===== config.mk =====
export PLATFORM = sky130hd
export DESIGN_NAME = ecg_beat_detector
export DESIGN_NICKNAME = d
export VERILOG_FILES = /design/src/rtl/ecg_beat_detector.sv
export SDC_FILE = /design/constraint.sdc
export NUM_CORES = 1
export LEC_CHECK = 0
export CAP_MARGIN = 10
export CORE_MARGIN = 2
export CORE_UTILIZATION = 61
export CTS_CLUSTER_SIZE = 25
export DETAILED_ROUTE_END_ITERATION = 16
export PLACE_DENSITY = 0.91
export SETUP_SLACK_MARGIN = 0.15
export SLEW_MARGIN = 25
export SYNTH_ARGS = -nofsm -noshare
export SYNTH_HDL_FRONTEND = slang
export SYNTH_SLANG_ARGS = --single-unit
export TNS_END_PERCENT = 50

===== constraint.sdc =====
create_clock -name clk -period 6.6 [get_ports clk]
set_clock_uncertainty 0.15 [all_clocks]
set_input_delay 0.99 -clock clk [delete_from_list [all_inputs] [get_ports clk]]
set_output_delay 0.99 -clock clk [all_outputs]
set_load 0.02 [all_outputs]

===== src/rtl/ecg_beat_detector.sv =====
// ECG R-peak detector: threshold arm, local-maximum search, refractory blanking, R-R interval and asystole watchdog.
// Defining ECG_BEAT_RR_AVG_EN adds a registered average of the last four R-R intervals on rr_avg.
module ecg_beat_detector #(
    parameter logic signed [11:0] THRESH  = 12'sd768,
    parameter int unsigned        REFRACT = 16,
    parameter int unsigned        MAX_RR  = 4096
) (
    input  logic        clk,
    input  logic        rst_n,
    input  logic        sample_valid,
    input  logic [11:0] sample,
    output logic        beat_pulse,
    output logic [11:0] peak_value,
    output logic [15:0] rr_interval,
    output logic        rr_valid,
    output logic        asystole,
    output logic [15:0] rr_avg
);
    localparam logic [15:0] MAX_RR_C  = 16'(MAX_RR);
    localparam logic [15:0] REFRACT_C = 16'(REFRACT);

    typedef enum logic [1:0] {S_SEARCH, S_RISING, S_REFRACT} state_t;

    function automatic logic [15:0] sat_inc(input logic [15:0] v);
        return (v >= MAX_RR_C) ? MAX_RR_C : v + 16'd1;
    endfunction

    state_t             state_q;
    logic signed [11:0] max_q;
    logic signed [11:0] peak_q;
    logic [15:0]        cnt_q;
    logic [15:0]        since_q;
    logic [15:0]        cand_q;
    logic [15:0]        ref_q;
    logic [15:0]        rr_q;
    logic               first_q;
    logic               beat_q;
    logic               rrv_q;
    logic               asys_q;

    logic signed [11:0] sample_s;
    logic [15:0]        cnt_d;
    logic [15:0]        since_d;
    logic               asys_entry;

    assign sample_s = $signed(sample);
    assign cnt_d    = sat_inc(cnt_q);
    assign since_d  = sat_inc(since_q);
    // Asystole is an event on the counter reaching the limit, not a level, so a saturated counter
    // does not keep forcing the FSM back to SEARCH and the next beat can still be found.
    assign asys_entry = sample_valid && (cnt_q < MAX_RR_C) && (cnt_d == MAX_RR_C);

    // cnt_q: valid samples since the last peak sample; since_q: valid samples since the current max;
    // cand_q: distance from the last peak to the current max, reported as the interval when declared.
    always_ff @(posedge clk or negedge rst_n) begin
        if (!rst_n) begin
            state_q <= S_SEARCH;
            max_q   <= '0;
            peak_q  <= '0;
            cnt_q   <= '0;
            since_q <= '0;
            cand_q  <= '0;
            ref_q   <= '0;
            rr_q    <= '0;
            first_q <= 1'b1;
            beat_q  <= 1'b0;
            rrv_q   <= 1'b0;
            asys_q  <= 1'b0;
        end else begin
            beat_q <= 1'b0;
            rrv_q  <= 1'b0;
            if (sample_valid) begin
                cnt_q <= cnt_d;
                if (asys_entry) begin
                    state_q <= S_SEARCH;
                    first_q <= 1'b1;
                    asys_q  <= 1'b1;
                end else begin
                    case (state_q)
                        S_SEARCH: begin
                            if (sample_s >= THRESH) begin
                                state_q <= S_RISING;
                                max_q   <= sample_s;
                                cand_q  <= cnt_d;
                                since_q <= '0;
                            end
                        end
                        S_RISING: begin
                            if (sample_s > max_q) begin
                                max_q   <= sample_s;
                                cand_q  <= cnt_d;
                                since_q <= '0;
                            end else if (sample_s == max_q) begin
                                since_q <= since_d;
                            end else begin
                                beat_q  <= 1'b1;
                                peak_q  <= max_q;
                                asys_q  <= 1'b0;
                                first_q <= 1'b0;
                                if (!first_q) begin
                                    rr_q  <= cand_q;
                                    rrv_q <= 1'b1;
                                end
                                cnt_q   <= since_d;
                                ref_q   <= '0;
                                state_q <= (REFRACT == 0) ? S_SEARCH : S_REFRACT;
                            end
                        end
                        S_REFRACT: begin
                            if (ref_q >= REFRACT_C - 16'd1) begin
                                state_q <= S_SEARCH;
                            end else begin
                                ref_q <= ref_q + 16'd1;
                            end
                        end
                        default: state_q <= S_SEARCH;
                    endcase
                end
            end
        end
    end

    assign beat_pulse  = beat_q;
    assign peak_value  = peak_q;
    assign rr_interval = rr_q;
    assign rr_valid    = rrv_q;
    assign asystole    = asys_q;

`ifdef ECG_BEAT_RR_AVG_EN
    logic [15:0] hist_q [4];
    logic [2:0]  fill_q;
    logic [15:0] avg_q;

    function automatic logic [15:0] avg4(input logic [15:0] a, input logic [15:0] b,
                                         input logic [15:0] c, input logic [15:0] d);
        logic [17:0] sum;
        sum = {2'b00, a} + {2'b00, b} + {2'b00, c} + {2'b00, d};
        return sum[17:2];
    endfunction

    // The average stays zero until four real intervals are held, so it never mixes in cleared entries.
    always_ff @(posedge clk or negedge rst_n) begin
        if (!rst_n) begin
            for (int i = 0; i < 4; i++) hist_q[i] <= '0;
            fill_q <= '0;
            avg_q  <= '0;
        end else if (asys_entry) begin
            for (int i = 0; i < 4; i++) hist_q[i] <= '0;
            fill_q <= '0;
            avg_q  <= '0;
        end else if (rrv_q) begin
            hist_q[0] <= rr_q;
            hist_q[1] <= hist_q[0];
            hist_q[2] <= hist_q[1];
            hist_q[3] <= hist_q[2];
            if (fill_q < 3'd4) fill_q <= fill_q + 3'd1;
            if (fill_q >= 3'd3) avg_q <= avg4(rr_q, hist_q[0], hist_q[1], hist_q[2]);
        end
    end

    assign rr_avg = avg_q;
`else
    assign rr_avg = 16'd0;
`endif

endmodule

==> summary.md <==
| Metric | Value |
|---|---|
| Outcome | complete, no violations |
| CTS tree | done |
| Root cell of the clock tree | clkbuf_8 |
| Worst slew pin tran | approximately 1 ns |
| CTS Sinks | 110 |
| Final Util | 70.6% |
| DP Area | between 6000 and 7000 µm² |
| #FFs+latches synth | 110 |
| DRT Pass-1 Iters | 5 |
| Initial antenna violation count | 0 |
| Seq/Total Area, Yosys | approximately half |
| Multiplexer share of the synthesized area | 11.0% |
| Part of the power in combinational logic | roughly two fifths |
| Synth Area in Compound Gates | about 11% |
| Gr usage total | 25.0% |
| Core Box Area | roughly 9000 µm² |
| # port buffers | 45 |
| Design area | about 6200 µm² |
| Fillers | about 640 |
| Post-cts repair resize count | 0 |
| Worst-path fanout max | 17 |
| Final setup TNS | 0 ns |
| WL per Instance | between 15 and 20 µm |
| Setup ws final | 2.31 ns |
| Syn avg cell area | around 11 µm² |
| Sequential power share | 41.9% |
| Nets@finish | 571 |
| EDFF count, synth | 0 |
| Cells after DPL | 636 |
| Count leader, synth | dfrtp_1 |
| Cts bufs inserted | 9 |
| Max_cap viols | 0 |
| RSZ-0062 raised after global routing | false |
| Max Slew Vio Count | 0 |
| Rows | 34 |
| Die height | ~100 µm |
| Setup violators final | 0 |
| Synth Instances | 507 |
| DRC | 0 |
| Global placement routability congestion | roughly 0.87 |
| Startpoint types | input port |
| Top-Level Pins | between 60 and 70 |
| Ys async rst share | 100% |
| Synth Warn # | 0 |
| Most common flop cell mapped by yosys | dfrtp_1 |
| CP endpoint kind | flop |
| Pint | between 1 and 1.5 mW |
| Rel. slew slack | 33.1% |
| CTS clk-pin slew, worst paths | between 0.1 and 0.15 ns |
| PnR Total Power | approximately 2.4 mW |
| Share of total power in the clock network | 17.9% |
| Gr ovfl total | 0 |
| CTS Hold Bufs | 0 |
| Crit Path Class | input port to flop |
| Post-Synth Adder-Cell Area | about 3.8% |
| Largest net degree at the start of global routing | 58 |
| Switching Power | just over 900 µW |
| Full die area | approximately 10000 µm² |
| Initial Util | between 60% and 70% |
| Largest area contributor in the netlist | dfrtp_1 |
| Top cells by area, synth | dfrtp_1 (49%), mux2_2 (5.2%), ha_1 (3.8%), mux2_4 (3.8%), buf_4 (2.7%) |
| Largest family of logic cells by synthesized area | simple AND/OR/NAND/NOR gates |
| Power per cell area | ~380 nW/µm² |
| Synth unique cells | 62 |
| Iter 0 DRT Violations | about 320 |
| Final hold viol count | 0 |
| Post-synthesis xor/xnor area fraction | approximately 3.4% |
| WP data arrival | roughly 4.4 ns |
| Switching portion of total power | roughly two fifths |
| Simple-Gate Fraction of Synth Area | ~15% |
| Fin crit share | between 60% and 70% |
| Setup bufs post-CTS | 0 |
| Hold Slack | 0.355 ns |
| H-tree levels | 3 |
| Clk Latency, worst-skew pair | roughly 0.38 ns |
| Area Growth Syn to Fin | 11.1% |
| First-pass GRT wire length | roughly 20000 µm |
| DIE WIDTH | 99.8 µm |
| Hpwl dp | between 8000 and 9000 µm |
| VDD IR max | around 0.00027 V |
| Vias in the first global route | about 4000 |
| Via count | around 4000 |
| Layout cells sized above 1 | 13.8% |
| Final ANT Viol Nets | 0 |
| Most instantiated cells after synthesis | dfrtp_1 (109), inv_1 (27), nor2_1 (27), mux2_2 (26), o21ai_0 (25) |
| Critical Path RT | 6.72 ns |
| WL final | 11700 µm |
| Min Tclk post-route | around 4.3 ns |
| Mapped Area | ~5600 µm² |
| P_leak | about 2.8 nW |
| Worst min path class | flop to flop |
| Avg Vias per Cell | 6.19 |
| ANT cells | 0 |
| Yosys top cell area share | 48.7% |
| Pre-CTS setup slack | about 1.9 ns |
| Achievable Freq | roughly 230 MHz |
| CTS Buffer Depth | 2 |
| Fin cells | approximately 650 |
==> registers in the layout, indices dropped and copies added (netlist names) <==
| signal | cells |
|---|---|
| state_q | 2 |
| rr_interval | 16 |
| since_q | 16 |
| ref_q | 16 |
| beat_pulse | 1 |
| cnt_q | 16 |
| rr_valid | 1 |
| max_q | 12 |
| cand_q | 16 |
| first_q | 1 |
| asystole | 1 |
| peak_value | 12 |
==> cell usage in the layout, fill, tap and decap left out, types with 6 or more instances in the layout <==
master and n:
a31oi_1 7, clkdlybuf4s50_1 43, ha_1 17, or3_1 7, nor4_1 6, conb_1 16
buf_4 6, nand2_1 22, nor2b_1 21, mux2_4 14, xor2_1 11, and2_1 6
a21oi_1 14, nor2_1 26, o41ai_1 11, nand4_1 7, o21ai_0 25, dfrtp_1 109
mux2_2 26, clkbuf_8 9, mux2_1 9, inv_1 27, nor3_1 7, nand3_1 15
xnor2_1 11, o31ai_1 9
==> final cells by class <==
type	instances	area [µm²]	area share, %
sequential	110	2750	44.3
multi-input combinational	341	2540	40.9
timing repair buffer	50	480	7.73
tap	108	135	2.17
clock buffer	9	124	1.99
inverter	27	101	1.63
clock inverter	7	78.8	1.27
==> worst max-delay path: stages <==
cell and delay, ns:
clkdlybuf4s50_1 0.43, ha_1 0.31, nor2b_1 0.13, o211ai_1 0.18
a211oi_1 0.16, or4_1 0.70, and2_1 0.30, nor3_4 0.78
mux2_2 0.42
==> worst paths after layout <==
kind / from / endpoint / slack (ns) / cells past startpoint
hold / removal: cand_q[9] / rr_interval[9] / 0.36 / 1
hold reg to reg: cand_q[9] / rr_interval[9] / 0.36 / 1
setup reg to reg: max_q[1] / rr_interval[0] / 2.96 / 9
setup / recovery: sample[1] / rr_interval[0] / 2.31 / 9
max in group asynchronous: rst_n / cand_q[2] / 4.68 / 2
min in group asynchronous: rst_n / peak_value[4] / 0.48 / 1
==> power groups by stage <==
stage	Clock, mW	Sequential (mW)	Combinational (mW)
6_report	0.423	0.991	0.953
5_1_grt	0.452	1.02	1.03
4_1_cts	0.428	0.991	0.952
3_5_place_dp	0	1.00	0.946
3_3_place_gp	0	0.989	0.905
2_1_floorplan	0	1.04	0.599
==> logic make-up after synthesis <==
logic type	count (synthesis)
muxes	50
and+or+nand+nor	144
buffers and inverters	71
other	1
DFF	110
adders and majority gates	17
AOI/OAI and AO/OA	92
xor gates and xnor gates	22
==> per-layer routing <==
metal  global-route usage [%]  up-vias  routed length (µm)
met3                     4.25       28                 723
met5                        0        -                   0
met1                     34.6     2000                5030
li1                         -     1834                   -
met2                     40.1      177                5620
met4                     9.17        0                 275
Power figures use the tool's default switching activity.
